==> src/rtl/pipelined_adder_if.sv <==
// Operand/result handshake bundle for pipelined_adder.
// The slave side is the adder; the master side is whoever feeds and drains it.
interface pipelined_adder_if #(
  parameter int WIDTH = 8
);
  logic             in_valid;
  logic             in_ready;
  logic [WIDTH-1:0] a;
  logic [WIDTH-1:0] b;
  logic             cin;
  logic             op;
  logic             out_valid;
  logic             out_ready;
  logic [WIDTH-1:0] sum;
  logic             cout;
  logic             ovf;

  modport slave (
    input  in_valid, a, b, cin, op, out_ready,
    output in_ready, out_valid, sum, cout, ovf
  );

  modport master (
    output in_valid, a, b, cin, op, out_ready,
    input  in_ready, out_valid, sum, cout, ovf
  );
endinterface

==> src/rtl/pipelined_adder.sv <==
// Add/subtract with the carry chain cut into STAGES registered segments.
// The whole pipeline freezes while the head result is stalled by the consumer.
module pipelined_adder #(
  parameter int WIDTH  = 8,
  parameter int STAGES = 2
) (
  input  logic             clk,
  input  logic             rst_n,
  pipelined_adder_if.slave bus
);
  localparam int SEG = WIDTH / STAGES;

  if (WIDTH < 2 || STAGES < 1 || (WIDTH % STAGES) != 0) begin : g_param_check
    $error("pipelined_adder: WIDTH must be >= 2, STAGES >= 1 and WIDTH divisible by STAGES");
  end

  logic [STAGES-1:0] vld_p;
  logic [STAGES-1:0] carry_p;
  logic [STAGES-1:0] op_p;
  logic [WIDTH-1:0]  a_p   [STAGES];
  logic [WIDTH-1:0]  bx_p  [STAGES];
  logic [WIDTH-1:0]  sum_p [STAGES];

  logic [STAGES-1:0] vld_n;
  logic [STAGES-1:0] carry_n;
  logic [STAGES-1:0] op_n;
  logic [WIDTH-1:0]  a_n   [STAGES];
  logic [WIDTH-1:0]  bx_n  [STAGES];
  logic [WIDTH-1:0]  sum_n [STAGES];

  logic             stall;
  logic [WIDTH-1:0] b_eff;
  logic             cin_eff;

  // Subtraction is a + ~b + !cin; the final carry is inverted back into a borrow.
  assign b_eff   = bus.op ? ~bus.b : bus.b;
  assign cin_eff = bus.op ? ~bus.cin : bus.cin;

  assign stall        = vld_p[STAGES-1] & ~bus.out_ready;
  assign bus.in_ready = ~stall;

  for (genvar k = 0; k < STAGES; k++) begin : g_stage
    localparam logic [WIDTH-1:0] SEG_MASK = WIDTH'({SEG{1'b1}}) << (k * SEG);

    logic [WIDTH-1:0] a_in;
    logic [WIDTH-1:0] bx_in;
    logic [WIDTH-1:0] s_in;
    logic             c_in;
    logic             op_in;
    logic             v_in;
    logic [SEG:0]     seg_add;

    if (k == 0) begin : g_first
      assign a_in  = bus.a;
      assign bx_in = b_eff;
      assign s_in  = '0;
      assign c_in  = cin_eff;
      assign op_in = bus.op;
      assign v_in  = bus.in_valid;
    end else begin : g_next
      assign a_in  = a_p[k-1];
      assign bx_in = bx_p[k-1];
      assign s_in  = sum_p[k-1];
      assign c_in  = carry_p[k-1];
      assign op_in = op_p[k-1];
      assign v_in  = vld_p[k-1];
    end

    assign seg_add = {1'b0, a_in[k*SEG +: SEG]} + {1'b0, bx_in[k*SEG +: SEG]}
                   + {{SEG{1'b0}}, c_in};

    assign a_n[k]     = a_in;
    assign bx_n[k]    = bx_in;
    assign sum_n[k]   = (s_in & ~SEG_MASK) | (WIDTH'(seg_add[SEG-1:0]) << (k * SEG));
    assign carry_n[k] = seg_add[SEG];
    assign op_n[k]    = op_in;
    assign vld_n[k]   = v_in;
  end

  // Stage registers: stage k holds the sum through segment k and its carry-out.
  always_ff @(posedge clk or negedge rst_n) begin
    if (!rst_n) begin
      vld_p   <= '0;
      carry_p <= '0;
      op_p    <= '0;
      for (int k = 0; k < STAGES; k++) begin
        a_p[k]   <= '0;
        bx_p[k]  <= '0;
        sum_p[k] <= '0;
      end
    end else if (!stall) begin
      vld_p   <= vld_n;
      carry_p <= carry_n;
      op_p    <= op_n;
      a_p     <= a_n;
      bx_p    <= bx_n;
      sum_p   <= sum_n;
    end
  end

  assign bus.out_valid = vld_p[STAGES-1];
  assign bus.sum       = sum_p[STAGES-1];
  assign bus.cout      = carry_p[STAGES-1] ^ op_p[STAGES-1];
  assign bus.ovf       = (a_p[STAGES-1][WIDTH-1] == bx_p[STAGES-1][WIDTH-1])
                       & (sum_p[STAGES-1][WIDTH-1] != a_p[STAGES-1][WIDTH-1]);
endmodule

==> src/flat_wrapper.sv <==
// flat-port wrapper written by rule: the top's interface ports become plain ports
module pipelined_adder_flat 
#(
  parameter int WIDTH  = 8,
  parameter int STAGES = 2
)
  (clk, rst_n, bus_in_valid, bus_a, bus_b, bus_cin, bus_op, bus_out_ready, bus_in_ready, bus_out_valid, bus_sum, bus_cout, bus_ovf);
  pipelined_adder_if #(.WIDTH(WIDTH)) bus_i ();
  input  logic clk;
  input  logic rst_n;
  input wire logic [$bits(bus_i.in_valid)-1:0] bus_in_valid;
  input wire logic [$bits(bus_i.a)-1:0] bus_a;
  input wire logic [$bits(bus_i.b)-1:0] bus_b;
  input wire logic [$bits(bus_i.cin)-1:0] bus_cin;
  input wire logic [$bits(bus_i.op)-1:0] bus_op;
  input wire logic [$bits(bus_i.out_ready)-1:0] bus_out_ready;
  output wire logic [$bits(bus_i.in_ready)-1:0] bus_in_ready;
  output wire logic [$bits(bus_i.out_valid)-1:0] bus_out_valid;
  output wire logic [$bits(bus_i.sum)-1:0] bus_sum;
  output wire logic [$bits(bus_i.cout)-1:0] bus_cout;
  output wire logic [$bits(bus_i.ovf)-1:0] bus_ovf;
  assign bus_i.in_valid = bus_in_valid;
  assign bus_i.a = bus_a;
  assign bus_i.b = bus_b;
  assign bus_i.cin = bus_cin;
  assign bus_i.op = bus_op;
  assign bus_i.out_ready = bus_out_ready;
  assign bus_in_ready = bus_i.in_ready;
  assign bus_out_valid = bus_i.out_valid;
  assign bus_sum = bus_i.sum;
  assign bus_cout = bus_i.cout;
  assign bus_ovf = bus_i.ovf;
  pipelined_adder #(.WIDTH(WIDTH), .STAGES(STAGES)) u_core (.clk(clk), .rst_n(rst_n), .bus(bus_i));
endmodule
==> config.mk <==
export PLATFORM = sky130hd
export DESIGN_NAME = pipelined_adder_flat
export DESIGN_NICKNAME = d
export VERILOG_FILES = /design/src/rtl/pipelined_adder_if.sv /design/src/rtl/pipelined_adder.sv /design/src/flat_wrapper.sv
export SDC_FILE = /design/constraint.sdc
export NUM_CORES = 1
export LEC_CHECK = 0
export CAP_MARGIN = 20
export CORE_UTILIZATION = 35
export CTS_BUF_LIST = sky130_fd_sc_hd__clkbuf_4 sky130_fd_sc_hd__clkbuf_8
export DETAILED_ROUTE_END_ITERATION = 8
export GPL_TIMING_DRIVEN = 0
export PLACE_DENSITY = 0.64
export RECOVER_POWER = 100
export SYNTH_ARGS = -nofsm -noshare
export SYNTH_HDL_FRONTEND = slang
export SYNTH_SLANG_ARGS = --single-unit
==> constraint.sdc <==
create_clock -name clk -period 1.6 [get_ports clk]
set_input_delay 0.24 -clock clk [delete_from_list [all_inputs] [get_ports clk]]
set_output_delay 0.24 -clock clk [all_outputs]
set_load 0.01 [all_outputs]
Word-level counts from Yosys, hierarchy flattened
Cells that the tools add are included.
{"block": "classes", "add_sub_neg": 4, "n_eq_ne": 2, "muxes": 2, "n_bitwise": 8}
{"cell": "4-bit by 4-bit adder with 5-bit output", "count": 2}
{"cell": "5-bit by 1-bit adder with 5-bit output", "count": 2}
{"cell": "8-bit 2-to-1 mux", "count": 1}
{"cell": "8-bit inverter", "count": 1}
{"cell": "4-bit by 8-bit bitwise OR with 8-bit output", "count": 1}
{"cell": "1-bit inverter", "count": 3}
{"cell": "1-bit AND", "count": 2}
{"cell": "1-bit == test", "count": 1}
{"cell": "1-bit 2-to-1 mux", "count": 1}
{"cell": "1-bit inequality test", "count": 1}
{"cell": "1-bit bitwise XOR", "count": 1}
{"block": "word_totals", "regBits": 50, "out_inout_bits": 12}

Depth between registers and ports, before layout
{"block": "depth", "word_depth": 4, "mapped_depth": 8}

Worst setup path after synthesis
Ideal clock, no wire load.
{"block": "synth_path", "path_type": "in2reg", "startpoint": "input bus_op", "endpoint": "register u_core.carry_p[0]", "t_required_ps": 1478, "slack_ps": -212, "cell_stages": 8, "t_arrival_ps": 1690, "cell_sequence": "buf_2 -> xnor2_1 -> fa_1 -> inv_1 -> fa_1 -> a21o_1 -> a21oi_1 -> a21oi_2"}
{"block": "synth_between", "elab_chain_cells": 3, "word_cells_on_any_way": 4}
{"item": "start, declared", "line": "flat_wrapper.sv:15", "source": "input wire logic [$bits(bus_i.op)-1:0] bus_op;"}
{"item": "8-bit 2-to-1 mux", "line": "pipelined_adder.sv:36", "source": "assign b_eff = bus.op ? ~bus.b : bus.b;"}
{"item": "4-bit by 4-bit adder with 5-bit output", "line": "pipelined_adder.sv:69", "source": "assign seg_add = {1'b0, a_in[k*SEG +: SEG]} + {1'b0, bx_in[k*SEG +: SEG]}"}
{"item": "5-bit by 1-bit adder with 5-bit output *", "line": "pipelined_adder.sv:70", "source": "+ {{SEG{1'b0}}, c_in};"}
{"item": "end signal, assigned", "line": "pipelined_adder.sv:93", "source": "carry_p <= carry_n;"}
{"item": "end, declared", "line": "pipelined_adder.sv:18", "source": "logic [STAGES-1:0] carry_p;"}
Every way passes the cells marked *; elsewhere a longest branch is shown, timed or not.
A chain may end at the register's enable or synchronous reset.

Worst setup path in the final report
{"block": "layout_path", "startpoint": "register u_core.vld_p[1]", "endpoint": "output bus_in_ready"}
{"block": "layout_between", "elab_chain_cells": 2}
{"item": "start, declared", "line": "pipelined_adder.sv:17", "source": "logic [STAGES-1:0] vld_p;"}
{"item": "start signal, assigned", "line": "pipelined_adder.sv:92", "source": "vld_p <= vld_n;"}
{"item": "1-bit AND", "line": "pipelined_adder.sv:39", "source": "assign stall = vld_p[STAGES-1] & ~bus.out_ready;"}
{"item": "1-bit inverter", "line": "pipelined_adder.sv:40", "source": "assign bus.in_ready = ~stall;"}
{"item": "end, declared", "line": "flat_wrapper.sv:17", "source": "output wire logic [$bits(bus_i.in_ready)-1:0] bus_in_ready;"}
Every way passes these cells.

==> metrics.cfg <==
[setup_path]
rrSetupSlack_ns=0.10
crit_arrival_ns=1.29
crit_start=u_core.vld_p[1]
path_class=reg -> out
cp_max_fo=19
crit_slowest_cell=dfrtp_1
path_common_cell=buf_6
cp.buffers_inverters=4
r2r-start=u_core.carry_p[0]
critPathTopFamily=buffers and inverters
crit_path_cell_trace=nor2b_1 -> buf_6 -> inv_4 -> buf_8 -> buf_6
slowest_delay_ns=0.38
cp-end-kind=output pin
startpoint_type=flip-flop
worstPathRequired_ns=1.36

[synthesis]
async_reset_ff_share_pct=100.0
ys_types=21
yosys-top-cells-area=dfrtp_1, nand2_1, fa_1
ys_top_cells_by_count=nand2_1, dfrtp_1, o21ai_0, nor2_1, xor2_1
netlist_instances=149
netlist_area_um2=1438
netlist.area_leader.share_pct=48.74
syn_nets=181
synth_top_area_cell=dfrtp_1
ys_warn_count=0
synth_edf_count=0
ys_seq_area_share_pct=48.74
synth_most_common_cell=nand2_1
synth-main-ff-cell=dfrtp_1
avgSynthCellArea_um2=9.649
ys_ff_latch=28

[placement]
gp_congestion=0.7607
dp_cells=230
hpwlAfterDp_um=2146
portBuffers=32

[sta]
slew_headroom_pct=64.92
fmax_ghz=0.6548
hold_viol_final=0
final.min_clock_period_ns=1.527
maxSlewViolCount=0
hold_ws_ns=0.2496
finClkSkew_ns=0.004811
setup_viol=0
period_share_pct=95.45
tightest_slew_ns=0.5244

[route]
drt_iter0_markers=35
viasPerCell=4.549
remaining_drc_errors=0
antenna_left=0
wl_um=2848
vias=1069
wl_per_cell_um=12.12
first_pass_iters=4

[floorplan]
dieWidth_um=66.09
ioPinCount=34
die_h_um=66.09
rows=22
core-area_um2=3799
die-area_um2=4368
start_util_pct=37.85

[layout]
syn_to_final_growth_pct=34.64
nFillCells=379
antennaDiodeCount=0
utilization_pct=50.96
drive_gt1_share_pct=14.97
fin_nets=220
layout.cells.non_filler=235

[cts]
insertion_delay_ns=0.28
cts_tree=yes
cts.sinks=28
clk_pin_slew_ns=0.09
clockBufferDepth=2
cts_buffers=3
cts-root-buf=clkbuf_8
cts_htree_levels=1

[power]
vdd_drop_max_mv=0.4338
leakagePower_nw=0.9166
p_total_mw=2.247
p_per_area_nw_per_um2=1161

[worst_hold_path]
hold_start=bus_op
min_path_type=in -> reg

[grt]
antenna_found_initial=0
grt_overflow_total=0
grt_pass1_wl_um=4850
grt_util_all_layers_pct=15.05
grt_pass1_vias=1065
grt_max_degree=18

[run]
drv_cap=0

[status]
outcome=finished, final reports clean

worst paths after layout:
kind,end,depth (start not counted)
setup / recovery,bus_in_ready,5
hold / removal,u_core.op_p[0],3
setup reg to reg,u_core.bus.sum[7],5
hold reg to reg,u_core.bus.sum[0],2
max in group asynchronous,u_core.g_stage[1].a_in[6],2
min in group asynchronous,u_core.g_stage[1].s_in[2],1
state kept, by name (all words and copies together) (netlist names):
name	count
u_core.a_p	1
u_core.g_stage.a_in	4
u_core.carry_p	2
u_core.bx_p	1
u_core.vld_p	2
u_core.op_p	2
u_core.g_stage.bx_in	4
u_core.bus.sum	8
u_core.g_stage.s_in	4
timing repair:
item                                    CTS  global route
buffers inserted                          1             1
resized for setup                        14             8
pin swaps                                 3             6
hold buffers                              0             0
endpoints found under the setup margin    7             8
power by group:
| group | total, mW | switching (mW) | internal, mW |
|---|---|---|---|
| clock | 0.443 | 0.222 | 0.221 |
| combinational | 0.808 | 0.387 | 0.421 |
| sequential | 0.996 | 0.109 | 0.887 |
| total | 2.25 | 0.718 | 1.53 |
per-layer routing:
metal / track usage (%) / part of all wire (%) / vias up
met5: 0 / 0 / -
li1: - / - / 543
met3: 2.241 / 3.6 / 5
met4: 6.383 / 1.9 / 0
met2: 27.55 / 54 / 28
met1: 17.22 / 41 / 493
logic make-up after synthesis:
family,Yosys count,share of synthesized area (%)
buffers and inverters,13,5.309
adder cells (fa/ha/maj),10,10.79
AND/OR/NAND/NOR,64,18.02
AO/OA/AOI/OAI,21,9.224
flip-flops,28,48.74
XOR/XNOR,13,7.920
layout make-up:
type / instances / area, um2 / area share (%)
Inverter: 6 / 25.02 / 1.293
Sequential cell: 28 / 700.7 / 36.20
Timing Repair Buffer: 35 / 337.8 / 17.45
Tap cell: 48 / 60.06 / 3.103
Clock buffer: 4 / 55.05 / 2.844
Buffer: 6 / 50.05 / 2.586
Multi-Input combinational cell: 108 / 706.9 / 36.52
placed cells by master (no fill, tap or decap), types with 2 or more instances in the layout:
cell type,instances
buf_4,2
clkbuf_8,4
xnor2_1,4
o21ai_0,8
nor2_1,7
a21o_1,2
nor2b_1,3
inv_2,2
dfrtp_1,28
nand2_1,52
clkbuf_1,2
xor2_1,6
o21a_1,2
dlygate4sd2_1,5
inv_1,3
dlygate4sd3_1,9
a21oi_2,6
fa_2,3
clkdlybuf4s50_1,15
ha_1,6
buf_6,3
worst min-delay path, stage by stage:
cell     delay (ns)
buf_6          0.15
nand2_1        0.06
nand2_1        0.05
stage by stage:
step           area (um2)  setup TNS, ns  worst slack [ns]
4_1_cts              1961       -0.01996          -0.01996
3_3_place_gp         1867         -5.157           -0.5069
2_1_floorplan        1486       -0.03657          -0.03657
5_1_grt              1936      -0.001158         -0.001158
6_report             1936              0           0.07285
3_5_place_dp         1894         -2.288           -0.5358
Power figures use the tool's default switching activity.
